File: config.mk
export PLATFORM = sky130hd
export DESIGN_NAME = rob_buffer_flat
export DESIGN_NICKNAME = d
export VERILOG_FILES = /design/src/rtl/rob_buffer_pkg.sv /design/src/rtl/rob_buffer_if.sv /design/src/rtl/rob_buffer_query.sv /design/src/rtl/rob_buffer.sv /design/src/flat_wrapper.sv
export SDC_FILE = /design/constraint.sdc
export NUM_CORES = 2
export LEC_CHECK = 0
export CORE_ASPECT_RATIO = 1.2
export CORE_UTILIZATION = 40
export CTS_CLUSTER_DIAMETER = 120
export DETAILED_ROUTE_END_ITERATION = 8
export GPL_TIMING_DRIVEN = 0
export HOLD_SLACK_MARGIN = 0.03
export PLACE_DENSITY = 0.62
export SETUP_SLACK_MARGIN = 0.5
export SYNTH_ARGS = -nofsm -noshare
export SYNTH_HDL_FRONTEND = slang
export SYNTH_SLANG_ARGS = --single-unit
File: constraint.sdc
create_clock -name clk_in -period 58.7 [get_ports clk_in]
set_input_delay 11.74 -clock clk_in [delete_from_list [all_inputs] [get_ports clk_in]]
set_output_delay 11.74 -clock clk_in [all_outputs]
set_load 0.1 [all_outputs]
File: src/rtl/rob_buffer_pkg.sv
// Shared reorder-buffer constants and types.
// Entry count, widths and entry-type encodings.
package rob_buffer_pkg;
  localparam int ROB_BIT  = 4;
  localparam int ROB_SIZE = 1 << ROB_BIT;
  localparam int XLEN     = 32;
  localparam int REG_BIT  = 5;

  typedef logic [ROB_BIT-1:0] rob_tag_t;
  typedef logic [ROB_BIT:0]   rob_cnt_t;
  typedef logic [XLEN-1:0]    word_t;
  typedef logic [REG_BIT-1:0] reg_id_t;

  typedef enum logic [1:0] {
    ROB_REG    = 2'd0,
    ROB_STORE  = 2'd1,
    ROB_BRANCH = 2'd2,
    ROB_HALT   = 2'd3
  } rob_type_e;
endpackage

File: src/rtl/rob_buffer_if.sv
// Reorder-buffer bus: issue, CDBs, queries, commit.
// master drives issue/CDB/query, slave is the ROB.
interface rob_buffer_if;
  import rob_buffer_pkg::*;

  logic     issue_valid;
  logic [1:0] issue_type;
  reg_id_t  issue_rd;
  word_t    issue_pc;
  logic     issue_pred_taken;
  logic     issue_ready;
  word_t    issue_value;
  logic     rob_full;
  rob_tag_t issue_rob_entry;

  logic     rs_cdb_valid;
  rob_tag_t rs_cdb_entry;
  word_t    rs_cdb_value;
  word_t    rs_cdb_addr;
  logic     lsb_cdb_valid;
  rob_tag_t lsb_cdb_entry;
  word_t    lsb_cdb_value;

  rob_tag_t get_rob_entry1;
  rob_tag_t get_rob_entry2;
  logic     ready1;
  logic     ready2;
  word_t    value1;
  word_t    value2;

  reg_id_t  commit_reg_id;
  word_t    commit_reg_data;
  rob_tag_t commit_rob_entry;
  logic     commit_store;
  rob_tag_t rob_head;
  logic     rob_clear_up;
  word_t    jump_pc;
  logic     halt_out;

  modport slave (
    input  issue_valid, issue_type, issue_rd,
    input  issue_pc, issue_pred_taken,
    input  issue_ready, issue_value,
    output rob_full, issue_rob_entry,
    input  rs_cdb_valid, rs_cdb_entry,
    input  rs_cdb_value, rs_cdb_addr,
    input  lsb_cdb_valid, lsb_cdb_entry,
    input  lsb_cdb_value,
    input  get_rob_entry1, get_rob_entry2,
    output ready1, ready2, value1, value2,
    output commit_reg_id, commit_reg_data,
    output commit_rob_entry, commit_store,
    output rob_head, rob_clear_up,
    output jump_pc, halt_out
  );

  modport master (
    output issue_valid, issue_type, issue_rd,
    output issue_pc, issue_pred_taken,
    output issue_ready, issue_value,
    input  rob_full, issue_rob_entry,
    output rs_cdb_valid, rs_cdb_entry,
    output rs_cdb_value, rs_cdb_addr,
    output lsb_cdb_valid, lsb_cdb_entry,
    output lsb_cdb_value,
    output get_rob_entry1, get_rob_entry2,
    input  ready1, ready2, value1, value2,
    input  commit_reg_id, commit_reg_data,
    input  commit_rob_entry, commit_store,
    input  rob_head, rob_clear_up,
    input  jump_pc, halt_out
  );
endinterface

File: src/rtl/rob_buffer_query.sv
// Operand lookup by ROB tag with CDB bypass.
// Free entries report ready; rs CDB wins over lsb CDB.
module rob_query_port
  import rob_buffer_pkg::*;
(
  input  rob_tag_t                tag_i,
  input  logic [ROB_SIZE-1:0]     busy_i,
  input  logic [ROB_SIZE-1:0]     ready_i,
  input  word_t [ROB_SIZE-1:0]    value_i,
  input  logic                    rs_valid_i,
  input  rob_tag_t                rs_entry_i,
  input  word_t                   rs_value_i,
  input  logic                    lsb_valid_i,
  input  rob_tag_t                lsb_entry_i,
  input  word_t                   lsb_value_i,
  output logic                    ready_o,
  output word_t                   value_o
);
  logic rs_hit;
  logic lsb_hit;

  assign rs_hit  = rs_valid_i && (rs_entry_i == tag_i);
  assign lsb_hit = lsb_valid_i && (lsb_entry_i == tag_i);

  // Stored result unless a CDB broadcasts this tag now.
  always_comb begin
    ready_o = !busy_i[tag_i] || ready_i[tag_i];
    value_o = value_i[tag_i];
    unique case (1'b1)
      rs_hit: begin
        ready_o = 1'b1;
        value_o = rs_value_i;
      end
      lsb_hit: begin
        ready_o = 1'b1;
        value_o = lsb_value_i;
      end
      default: ;
    endcase
  end
endmodule

File: src/rtl/rob_buffer.sv
// In-order commit reorder buffer, 2^ROB_BIT entries.
// Captures two CDBs, answers queries, flushes on mispredict.
module rob_buffer
  import rob_buffer_pkg::*;
(
  input  logic          clk_in,
  input  logic          rst_in,
  input  logic          rdy_in,
  rob_buffer_if.slave   bus
);
  logic [ROB_SIZE-1:0]  busy_q;
  logic [ROB_SIZE-1:0]  ready_q;
  logic [ROB_SIZE-1:0]  pred_q;
  word_t [ROB_SIZE-1:0] value_q;
  rob_type_e            type_q [ROB_SIZE];
  reg_id_t              rd_q   [ROB_SIZE];
  word_t                pc_q   [ROB_SIZE];
  word_t                addr_q [ROB_SIZE];

  rob_tag_t head_q, head_d;
  rob_tag_t tail_q, tail_d;
  rob_cnt_t count_q, count_d;

  reg_id_t  creg_id_q, creg_id_d;
  word_t    cdata_q, cdata_d;
  rob_tag_t centry_q, centry_d;
  logic     cstore_q, cstore_d;
  logic     clear_q, clear_d;
  word_t    jump_q, jump_d;
  logic     halt_q, halt_d;

  logic full;
  logic do_issue;
  logic do_commit;
  logic rs_wr;
  logic lsb_wr;
  logic mispred;

  assign full     = (count_q == rob_cnt_t'(ROB_SIZE));
  assign do_issue = bus.issue_valid && !full
                  && !clear_q && !halt_q;
  assign do_commit = busy_q[head_q] && ready_q[head_q]
                   && !clear_q && !halt_q;
  assign rs_wr  = bus.rs_cdb_valid
                && busy_q[bus.rs_cdb_entry];
  assign lsb_wr = bus.lsb_cdb_valid
                && busy_q[bus.lsb_cdb_entry];
  assign mispred = value_q[head_q][0] != pred_q[head_q];

  // Pointer, occupancy and commit-output next state.
  always_comb begin
    head_d   = head_q;
    tail_d   = tail_q;
    count_d  = count_q;
    creg_id_d = '0;
    cdata_d  = cdata_q;
    centry_d = centry_q;
    cstore_d = 1'b0;
    clear_d  = 1'b0;
    jump_d   = jump_q;
    halt_d   = halt_q;
    if (clear_q) begin
      head_d  = '0;
      tail_d  = '0;
      count_d = '0;
    end else begin
      if (do_issue)
        tail_d = tail_q + rob_tag_t'(1);
      if (do_issue && !do_commit)
        count_d = count_q + rob_cnt_t'(1);
      if (!do_issue && do_commit)
        count_d = count_q - rob_cnt_t'(1);
      if (do_commit) begin
        head_d   = head_q + rob_tag_t'(1);
        centry_d = head_q;
        unique case (type_q[head_q])
          ROB_REG: begin
            creg_id_d = rd_q[head_q];
            cdata_d   = value_q[head_q];
          end
          ROB_STORE: cstore_d = 1'b1;
          ROB_HALT:  halt_d = 1'b1;
          ROB_BRANCH: begin
            if (mispred) begin
              clear_d = 1'b1;
              jump_d  = addr_q[head_q];
            end
          end
        endcase
      end
    end
  end

  // Pointer and registered-output state.
  always_ff @(posedge clk_in) begin
    if (!rst_in) begin
      head_q    <= '0;
      tail_q    <= '0;
      count_q   <= '0;
      creg_id_q <= '0;
      cdata_q   <= '0;
      centry_q  <= '0;
      cstore_q  <= 1'b0;
      clear_q   <= 1'b0;
      jump_q    <= '0;
      halt_q    <= 1'b0;
    end else if (rdy_in) begin
      head_q    <= head_d;
      tail_q    <= tail_d;
      count_q   <= count_d;
      creg_id_q <= creg_id_d;
      cdata_q   <= cdata_d;
      centry_q  <= centry_d;
      cstore_q  <= cstore_d;
      clear_q   <= clear_d;
      jump_q    <= jump_d;
      halt_q    <= halt_d;
    end
  end

  // Entry array: writeback, retire, allocate, flush.
  always_ff @(posedge clk_in) begin
    if (!rst_in) begin
      busy_q <= '0;
    end else if (rdy_in) begin
      if (clear_q) begin
        busy_q <= '0;
      end else begin
        if (do_commit)
          busy_q[head_q] <= 1'b0;
        if (rs_wr) begin
          ready_q[bus.rs_cdb_entry] <= 1'b1;
          value_q[bus.rs_cdb_entry] <= bus.rs_cdb_value;
          addr_q[bus.rs_cdb_entry]  <= bus.rs_cdb_addr;
        end
        if (lsb_wr) begin
          ready_q[bus.lsb_cdb_entry] <= 1'b1;
          value_q[bus.lsb_cdb_entry] <= bus.lsb_cdb_value;
        end
        if (do_issue) begin
          busy_q[tail_q]  <= 1'b1;
          ready_q[tail_q] <= bus.issue_ready;
          type_q[tail_q]  <= rob_type_e'(bus.issue_type);
          rd_q[tail_q]    <= bus.issue_rd;
          value_q[tail_q] <= bus.issue_value;
          pc_q[tail_q]    <= bus.issue_pc;
          pred_q[tail_q]  <= bus.issue_pred_taken;
        end
      end
    end
  end

  assign bus.rob_full         = full;
  assign bus.issue_rob_entry  = tail_q;
  assign bus.rob_head         = head_q;
  assign bus.commit_reg_id    = creg_id_q;
  assign bus.commit_reg_data  = cdata_q;
  assign bus.commit_rob_entry = centry_q;
  assign bus.commit_store     = cstore_q;
  assign bus.rob_clear_up     = clear_q;
  assign bus.jump_pc          = jump_q;
  assign bus.halt_out         = halt_q;

  rob_query_port u_query1 (
    .tag_i       (bus.get_rob_entry1),
    .busy_i      (busy_q),
    .ready_i     (ready_q),
    .value_i     (value_q),
    .rs_valid_i  (bus.rs_cdb_valid),
    .rs_entry_i  (bus.rs_cdb_entry),
    .rs_value_i  (bus.rs_cdb_value),
    .lsb_valid_i (bus.lsb_cdb_valid),
    .lsb_entry_i (bus.lsb_cdb_entry),
    .lsb_value_i (bus.lsb_cdb_value),
    .ready_o     (bus.ready1),
    .value_o     (bus.value1)
  );

  rob_query_port u_query2 (
    .tag_i       (bus.get_rob_entry2),
    .busy_i      (busy_q),
    .ready_i     (ready_q),
    .value_i     (value_q),
    .rs_valid_i  (bus.rs_cdb_valid),
    .rs_entry_i  (bus.rs_cdb_entry),
    .rs_value_i  (bus.rs_cdb_value),
    .lsb_valid_i (bus.lsb_cdb_valid),
    .lsb_entry_i (bus.lsb_cdb_entry),
    .lsb_value_i (bus.lsb_cdb_value),
    .ready_o     (bus.ready2),
    .value_o     (bus.value2)
  );
endmodule

File: src/flat_wrapper.sv
// flat-port wrapper written by rule: the top's interface ports become plain ports
module rob_buffer_flat import rob_buffer_pkg::*;
  (clk_in, rst_in, rdy_in, bus_issue_valid, bus_issue_type, bus_issue_rd, bus_issue_pc, bus_issue_pred_taken, bus_issue_ready, bus_issue_value, bus_rob_full, bus_issue_rob_entry, bus_rs_cdb_valid, bus_rs_cdb_entry, bus_rs_cdb_value, bus_rs_cdb_addr, bus_lsb_cdb_valid, bus_lsb_cdb_entry, bus_lsb_cdb_value, bus_get_rob_entry1, bus_get_rob_entry2, bus_ready1, bus_ready2, bus_value1, bus_value2, bus_commit_reg_id, bus_commit_reg_data, bus_commit_rob_entry, bus_commit_store, bus_rob_head, bus_rob_clear_up, bus_jump_pc, bus_halt_out);
  rob_buffer_if bus_i ();
  input  logic clk_in;
  input  logic rst_in;
  input  logic rdy_in;
  input wire logic [$bits(bus_i.issue_valid)-1:0] bus_issue_valid;
  input wire logic [$bits(bus_i.issue_type)-1:0] bus_issue_type;
  input wire logic [$bits(bus_i.issue_rd)-1:0] bus_issue_rd;
  input wire logic [$bits(bus_i.issue_pc)-1:0] bus_issue_pc;
  input wire logic [$bits(bus_i.issue_pred_taken)-1:0] bus_issue_pred_taken;
  input wire logic [$bits(bus_i.issue_ready)-1:0] bus_issue_ready;
  input wire logic [$bits(bus_i.issue_value)-1:0] bus_issue_value;
  output wire logic [$bits(bus_i.rob_full)-1:0] bus_rob_full;
  output wire logic [$bits(bus_i.issue_rob_entry)-1:0] bus_issue_rob_entry;
  input wire logic [$bits(bus_i.rs_cdb_valid)-1:0] bus_rs_cdb_valid;
  input wire logic [$bits(bus_i.rs_cdb_entry)-1:0] bus_rs_cdb_entry;
  input wire logic [$bits(bus_i.rs_cdb_value)-1:0] bus_rs_cdb_value;
  input wire logic [$bits(bus_i.rs_cdb_addr)-1:0] bus_rs_cdb_addr;
  input wire logic [$bits(bus_i.lsb_cdb_valid)-1:0] bus_lsb_cdb_valid;
  input wire logic [$bits(bus_i.lsb_cdb_entry)-1:0] bus_lsb_cdb_entry;
  input wire logic [$bits(bus_i.lsb_cdb_value)-1:0] bus_lsb_cdb_value;
  input wire logic [$bits(bus_i.get_rob_entry1)-1:0] bus_get_rob_entry1;
  input wire logic [$bits(bus_i.get_rob_entry2)-1:0] bus_get_rob_entry2;
  output wire logic [$bits(bus_i.ready1)-1:0] bus_ready1;
  output wire logic [$bits(bus_i.ready2)-1:0] bus_ready2;
  output wire logic [$bits(bus_i.value1)-1:0] bus_value1;
  output wire logic [$bits(bus_i.value2)-1:0] bus_value2;
  output wire logic [$bits(bus_i.commit_reg_id)-1:0] bus_commit_reg_id;
  output wire logic [$bits(bus_i.commit_reg_data)-1:0] bus_commit_reg_data;
  output wire logic [$bits(bus_i.commit_rob_entry)-1:0] bus_commit_rob_entry;
  output wire logic [$bits(bus_i.commit_store)-1:0] bus_commit_store;
  output wire logic [$bits(bus_i.rob_head)-1:0] bus_rob_head;
  output wire logic [$bits(bus_i.rob_clear_up)-1:0] bus_rob_clear_up;
  output wire logic [$bits(bus_i.jump_pc)-1:0] bus_jump_pc;
  output wire logic [$bits(bus_i.halt_out)-1:0] bus_halt_out;
  assign bus_i.issue_valid = bus_issue_valid;
  assign bus_i.issue_type = bus_issue_type;
  assign bus_i.issue_rd = bus_issue_rd;
  assign bus_i.issue_pc = bus_issue_pc;
  assign bus_i.issue_pred_taken = bus_issue_pred_taken;
  assign bus_i.issue_ready = bus_issue_ready;
  assign bus_i.issue_value = bus_issue_value;
  assign bus_rob_full = bus_i.rob_full;
  assign bus_issue_rob_entry = bus_i.issue_rob_entry;
  assign bus_i.rs_cdb_valid = bus_rs_cdb_valid;
  assign bus_i.rs_cdb_entry = bus_rs_cdb_entry;
  assign bus_i.rs_cdb_value = bus_rs_cdb_value;
  assign bus_i.rs_cdb_addr = bus_rs_cdb_addr;
  assign bus_i.lsb_cdb_valid = bus_lsb_cdb_valid;
  assign bus_i.lsb_cdb_entry = bus_lsb_cdb_entry;
  assign bus_i.lsb_cdb_value = bus_lsb_cdb_value;
  assign bus_i.get_rob_entry1 = bus_get_rob_entry1;
  assign bus_i.get_rob_entry2 = bus_get_rob_entry2;
  assign bus_ready1 = bus_i.ready1;
  assign bus_ready2 = bus_i.ready2;
  assign bus_value1 = bus_i.value1;
  assign bus_value2 = bus_i.value2;
  assign bus_commit_reg_id = bus_i.commit_reg_id;
  assign bus_commit_reg_data = bus_i.commit_reg_data;
  assign bus_commit_rob_entry = bus_i.commit_rob_entry;
  assign bus_commit_store = bus_i.commit_store;
  assign bus_rob_head = bus_i.rob_head;
  assign bus_rob_clear_up = bus_i.rob_clear_up;
  assign bus_jump_pc = bus_i.jump_pc;
  assign bus_halt_out = bus_i.halt_out;
  rob_buffer u_core (.clk_in(clk_in), .rst_in(rst_in), .rdy_in(rdy_in), .bus(bus_i));
endmodule
## After elaboration in Yosys (flattened, before gate mapping)

Memory sizes are Yosys's and may differ from the RTL's. A register that Yosys moved wholly into a read port is not among the register bits.
Index checks and enable logic that the tools add are counted.

- Bits in read-only memories: 0
- Bits in latches: 0
- Logic and storage cells: 205
- Input port bits: 191
- RAM bits: 624
- Memories: 3
- Register bits: 617

- Add/sub/neg operators: 4
- Equality and inequality tests: 9
- Muxes and demuxes: 102
- Reduce and logical (&&, ||, !) cells: 43
- Div/mod/pow operators: 0
- Shift-type cells: 0
- Bitwise logic cells: 6
- $mul: 0
- Magnitude comparators: 10

Memory list:

| name | words | bits a word | rd ports | clocked after memory_dff | write ports | RTL line | text |
|---|---|---|---|---|---|---|---|
| u_core.addr_q | 16 | 32 | 1 | 1 | 1 | rob_buffer.sv:18 | `word_t addr_q [ROB_SIZE];` |
| u_core.rd_q | 16 | 5 | 1 | 1 | 1 | rob_buffer.sv:16 | `reg_id_t rd_q [ROB_SIZE];` |
| u_core.type_q | 16 | 2 | 1 | 1 | 1 | rob_buffer.sv:15 | `rob_type_e type_q [ROB_SIZE];` |

Operators with widths:

| operator | number |
|---|---|
| $mux 512 | 9 |
| $bwmux 512 | 3 |
| $bmux 32 s4 | 3 |
| $demux 32 s4 | 3 |
| $mux 16 | 15 |
| $mux 32 | 6 |
| $pmux 32 s2 | 2 |
| $or 16x16->16 | 3 |
| $bmux 1 s4 | 9 |
| $bwmux 16 | 2 |
| $mux 1 | 32 |
| $mux 4 | 8 |
| $lt 4x5->1 const B | 6 |
| $mux 5 | 6 |
| $logic_and 1x1->1 | 18 |
| $and 16x16->16 | 1 |
| $demux 1 s4 | 4 |
| $eq 4x4->1 | 4 |
| $ge 4x1->1 const B | 4 |
| $not 16->16 | 1 |
| $reduce_and 4->1 | 3 |
| $add 4x1->4 const B | 2 |
| $logic_not 1->1 | 8 |
| $reduce_and 2->1 | 3 |
| other kinds (14) | 19 |

## Depth between registers and ports, before layout

- Depth in word-level cells: 16
- Depth in mapped cells: 15

## Hierarchy

Synthesis repeated with hierarchy kept, for this count alone.

- Cell total of the unflattened synthesis: 6228
- Area, all modules: 74993.2 µm²

By module, submodules not included:

| module | cells each | seq. area each (µm²) | instances | area each (µm²) |
|---|---|---|---|---|
| rob_buffer | 5364 | 37255.7 | 1 | 65266.3 |
| rob_query_port | 432 | 0.0 | 2 | 4863.4 |

## Worst setup path before layout

Ideal clock, no wire load.

- Path type: input-to-reg
- Start: input rdy_in
- End: memory u_core.addr_q[10][0] in the netlist's numbering, enable pin
- Required time: 58308 ps
- Library setup time: 392 ps
- Stages on the path: 6
- Data arrival time: 28865 ps
- Setup slack: 29444 ps
- Path through: clkbuf_1 clkbuf_1 nand3b_1 inv_1 clkbuf_1 and2_1

- Longest elaborated chain between the ends: 3

Ends and longest elaborated chain:

| item | RTL line | text |
|---|---|---|
| start: declaration | flat_wrapper.sv:7 | `input logic rdy_in;` |
| $mux 1 | rob_buffer.sv:125 | `end else if (rdy_in) begin` |
| $mux 1 | rob_buffer.sv:123 | `if (!rst_in) begin` |
| $mux 1 (implied by the code) | rob_buffer.sv:134 | `addr_q[bus.rs_cdb_entry] <= bus.rs_cdb_addr;` |
| end: declaration | rob_buffer.sv:18 |  |

No other way between the ends.

## Worst setup path in the final report

- Start: input bus_lsb_cdb_entry[1]
- End: output bus_value1[25]

- Longest elaborated chain between the ends: 3

Ends and longest elaborated chain:

| item | RTL line | text |
|---|---|---|
| start: declaration | flat_wrapper.sv:22 | `input wire logic [$bits(bus_i.lsb_cdb_entry)-1:0] bus_lsb_cdb_entry;` |
| $eq 4x4->1 | rob_buffer_query.sv:23 | `assign lsb_hit = lsb_valid_i && (lsb_entry_i == tag_i);` |
| $logic_and 1x1->1 | rob_buffer_query.sv:23 |  |
| $pmux 32 s2 | rob_buffer_query.sv:29 | `unique case (1'b1)` |
| end: declaration | flat_wrapper.sv:28 | `output wire logic [$bits(bus_i.value1)-1:0] bus_value1;` |

No other way between the ends.

==> out/summary.txt <==
CTS buffer count = 146
fin crit share = 50.7%
DR DRC count = 2
Post-DP HPWL = 280000 um
post-CTS sizing = 0
share of post-route cells with drive strength above 1 = 20.6%
Post-synth EDFFs = 1168
Max H-tree Level = 4
CTS Root Cell = clkbuf_16
Area Growth Syn to Fin = 14.6%
setup bufs post-CTS = 0
post-synth top area share = 46.5%
Ports = 342
Synth Flop Type = edfxtp_1
yosys warns = 0
Max Slew Vio Count = 305
Hold Slack = 0.487 ns
Max transition margin = -16.7%
clk slew on worst S/H paths = 0.06 ns
most common cell after layout, fill and taps aside = edfxtp_1
skew final = 0.0407 ns
die width = 398 um
post-DR vias/cell = 7.41
switching part of the total = 28.9%
grt total ovfl = 0
Cell Area, Synth = 75400 sq um
cell leakage power = 29.9 nW
top post-synthesis cells by area = edfxtp_1, mux4_2, mux2i_1
Final Hold Fails = 0
FF/Latch Area = 37300 sq um
worst-margin pin slew = 1.75 ns
Die Area = 190000 sq um
CTS tree = done
clock net sink count = 1277
DR vias = 64178
minimum clock period after layout = 29.74 ns
Yosys reg bits = 1277
setup TNS = 0 ns
Comb power frac = 14.2%
PortBufs = 229
initial antenna violation count = 46
pin count of the biggest net entering global routing = 61
GRT Total Usage = 41.7%
setup ws final = 28.96 ns
worst-skew pair later-pin latency = 0.87 ns
RSZ-0062 raised after global routing = no
Final Wtd Congestion = 1.07
Mapped Cells = 5639
hold_buf cts = 0
DR iter-0 viols = 11354
first-pass GRT wire length = 534000 um
synth unique cells = 69
class of the worst hold path = register to register
Critical Path AT = 18.00 ns
status = complete, but fails checks
syn avg cell area = 13.4 sq um
crit path launch type = primary input
Sw Pwr = 0.664 mW
Seq pwr share = 44.7%
core area = 187000 sq um
Clock power frac = 41.1%
largest fanout on the critical path = 10
setup-violating endpoint count in the final report = 0
Starting Density = 40.3%
worst vdd ir = 0.0335 mV
vias in the first global route = 60535
drt pass-1 iters = 9
WS Path Type = primary input to output port
most frequent cells in the layout = edfxtp_1, mux4_2, mux2i_1
Fmax = 33.6 MHz
Die Y = 478 um
Routed Antenna Nets = 0
failing checks = DRC, capacitance limit, slew limit
Routed WL = 403000 um
sequential share of the synthesized area = 49.4%
multi-input logic area = 35000 sq um
area leader, netlist = edfxtp_1
WL/cell = 46.5 um
Internal Power = 1.64 mW
Clock Path Buffers = 3
syn_nets = 5842
Place WS = 29.66 ns
Worst Path Required = 46.96 ns
num rows = 174
Async S/R FF share, synth = 0%
maxcap violations = 30
CP Capture Type = output port
Filler Cell Count = 16968
net count reported at finish = 6253
Pwr per Cell Area = 26.6 nW/um^2
-- kinds of logic after synthesis --
group,share of synthesized area [%]
adders and majority gates,0.199
xor gates and xnor gates,0.257
AOI/OAI and AO/OA,13.2
DFF,49.4
buffers and inverters,4.29
and+or+nand+nor,6.79
muxes,25.8
-- per-stage QoR --
step	cells	cell area (sq um)	utilization (%)	power, mW
after detailed placement	8363	81500	43.5	1.36
after CTS	8633	86300	46.1	2.28
final	8664	86400	46.2	2.30
after global routing	8637	86400	46.1	2.33
after floorplan	5639	75400	-	1.25
after global placement	8332	80800	43.1	1.37
-- cells in the mapped netlist (3+ instances only) --
library cell	n
nor3_2	4
buf_4	20
nor2_1	203
ha_1	12
nand3b_1	36
a21o_1	398
nand3_1	190
and3_1	19
a211oi_1	66
inv_2	3
o2bb2ai_1	7
nor2b_1	96
a22oi_1	37
clkbuf_1	310
buf_2	261
and4_1	6
xor2_1	14
or2_2	3
nand2_1	445
mux4_2	661
a21boi_0	5
nand2b_1	43
buf_6	7
a21boi_1	32
dfxtp_1	109
a21oi_1	19
inv_1	41
nor4_1	3
a221oi_1	384
buf_1	96
mux2i_1	456
and2_1	21
edfxtp_1	1168
a221o_1	32
o21ai_0	179
and3b_1	8
o21ai_1	178
a31oi_1	19
xnor2_1	5
nand4_1	4
nor3_1	3
-- area by class of cell --
type | count | area share, %
Sequential cell | 1277 | 43.1
Multi-Input combinational cell | 3622 | 40.5
Clock buffer | 198 | 4.62
Buffer | 694 | 3.59
Tap cell | 2464 | 3.57
Timing Repair Buffer | 263 | 3.46
Clock inverter | 72 | 0.897
Inverter | 46 | 0.203
Antenna cell | 28 | 0.0811
-- registers in the layout, indices dropped and copies added, names as in the netlist, 4 cells and up, named ones only --
| signal | flops |
|---|---|
| u_core.ready_q | 16 |
| u_core.count_q | 5 |
| u_core.pred_q | 16 |
| u_core.addr_q | 512 |
| u_core.rd_q | 80 |
| u_core.value_q | 512 |
| u_core.bus.issue_rob_entry | 4 |
| u_core.bus.commit_rob_entry | 4 |
| u_core.type_q | 32 |
| u_core.bus.jump_pc | 32 |
| u_core.bus.commit_reg_id | 5 |
| u_core.busy_q | 16 |
| u_core.bus.commit_reg_data | 32 |
| u_core.bus.rob_head | 4 |
-- layer usage --
metal	global-route usage, %	wire, um
met2	58.5	167000
met5	0.510	420
met1	49.5	137000
met4	34.0	40600
met3	17.6	58500
-- worst max-delay path: stages --
cell             delay (ns)
clkdlybuf4s50_1        0.95
buf_2                  0.48
xnor2_1                0.18
nand2_1                0.08
nor4_2                 0.51
or2_0                  1.09
clkbuf_1               0.93
o21ai_0                0.81
clkdlybuf4s50_1        1.17
-- power groups by stage --
| stage | Sequential [mW] | Clock (mW) | Combinational, mW |
|---|---|---|---|
| 6_report | 1.03 | 0.945 | 0.327 |
| 5_1_grt | 1.03 | 0.975 | 0.329 |
| 4_1_cts | 1.03 | 0.943 | 0.311 |
| 3_5_place_dp | 1.05 | 0 | 0.311 |
| 3_3_place_gp | 1.06 | 0 | 0.305 |
| 2_1_floorplan | 1.05 | 0 | 0.193 |
-- final timing paths --
kind                          start                      to  slack, ns  cells after the start
max            bus_lsb_cdb_entry[1]          bus_value1[25]      28.96                      9
min          u_core.bus.jump_pc[11]  u_core.bus.jump_pc[11]       0.49                      2
max reg2reg       u_core.count_q[1]      u_core.value_q[29]      54.07                      8
min reg2reg  u_core.bus.jump_pc[11]  u_core.bus.jump_pc[11]       0.49                      2
Power figures use the tool's default switching activity.
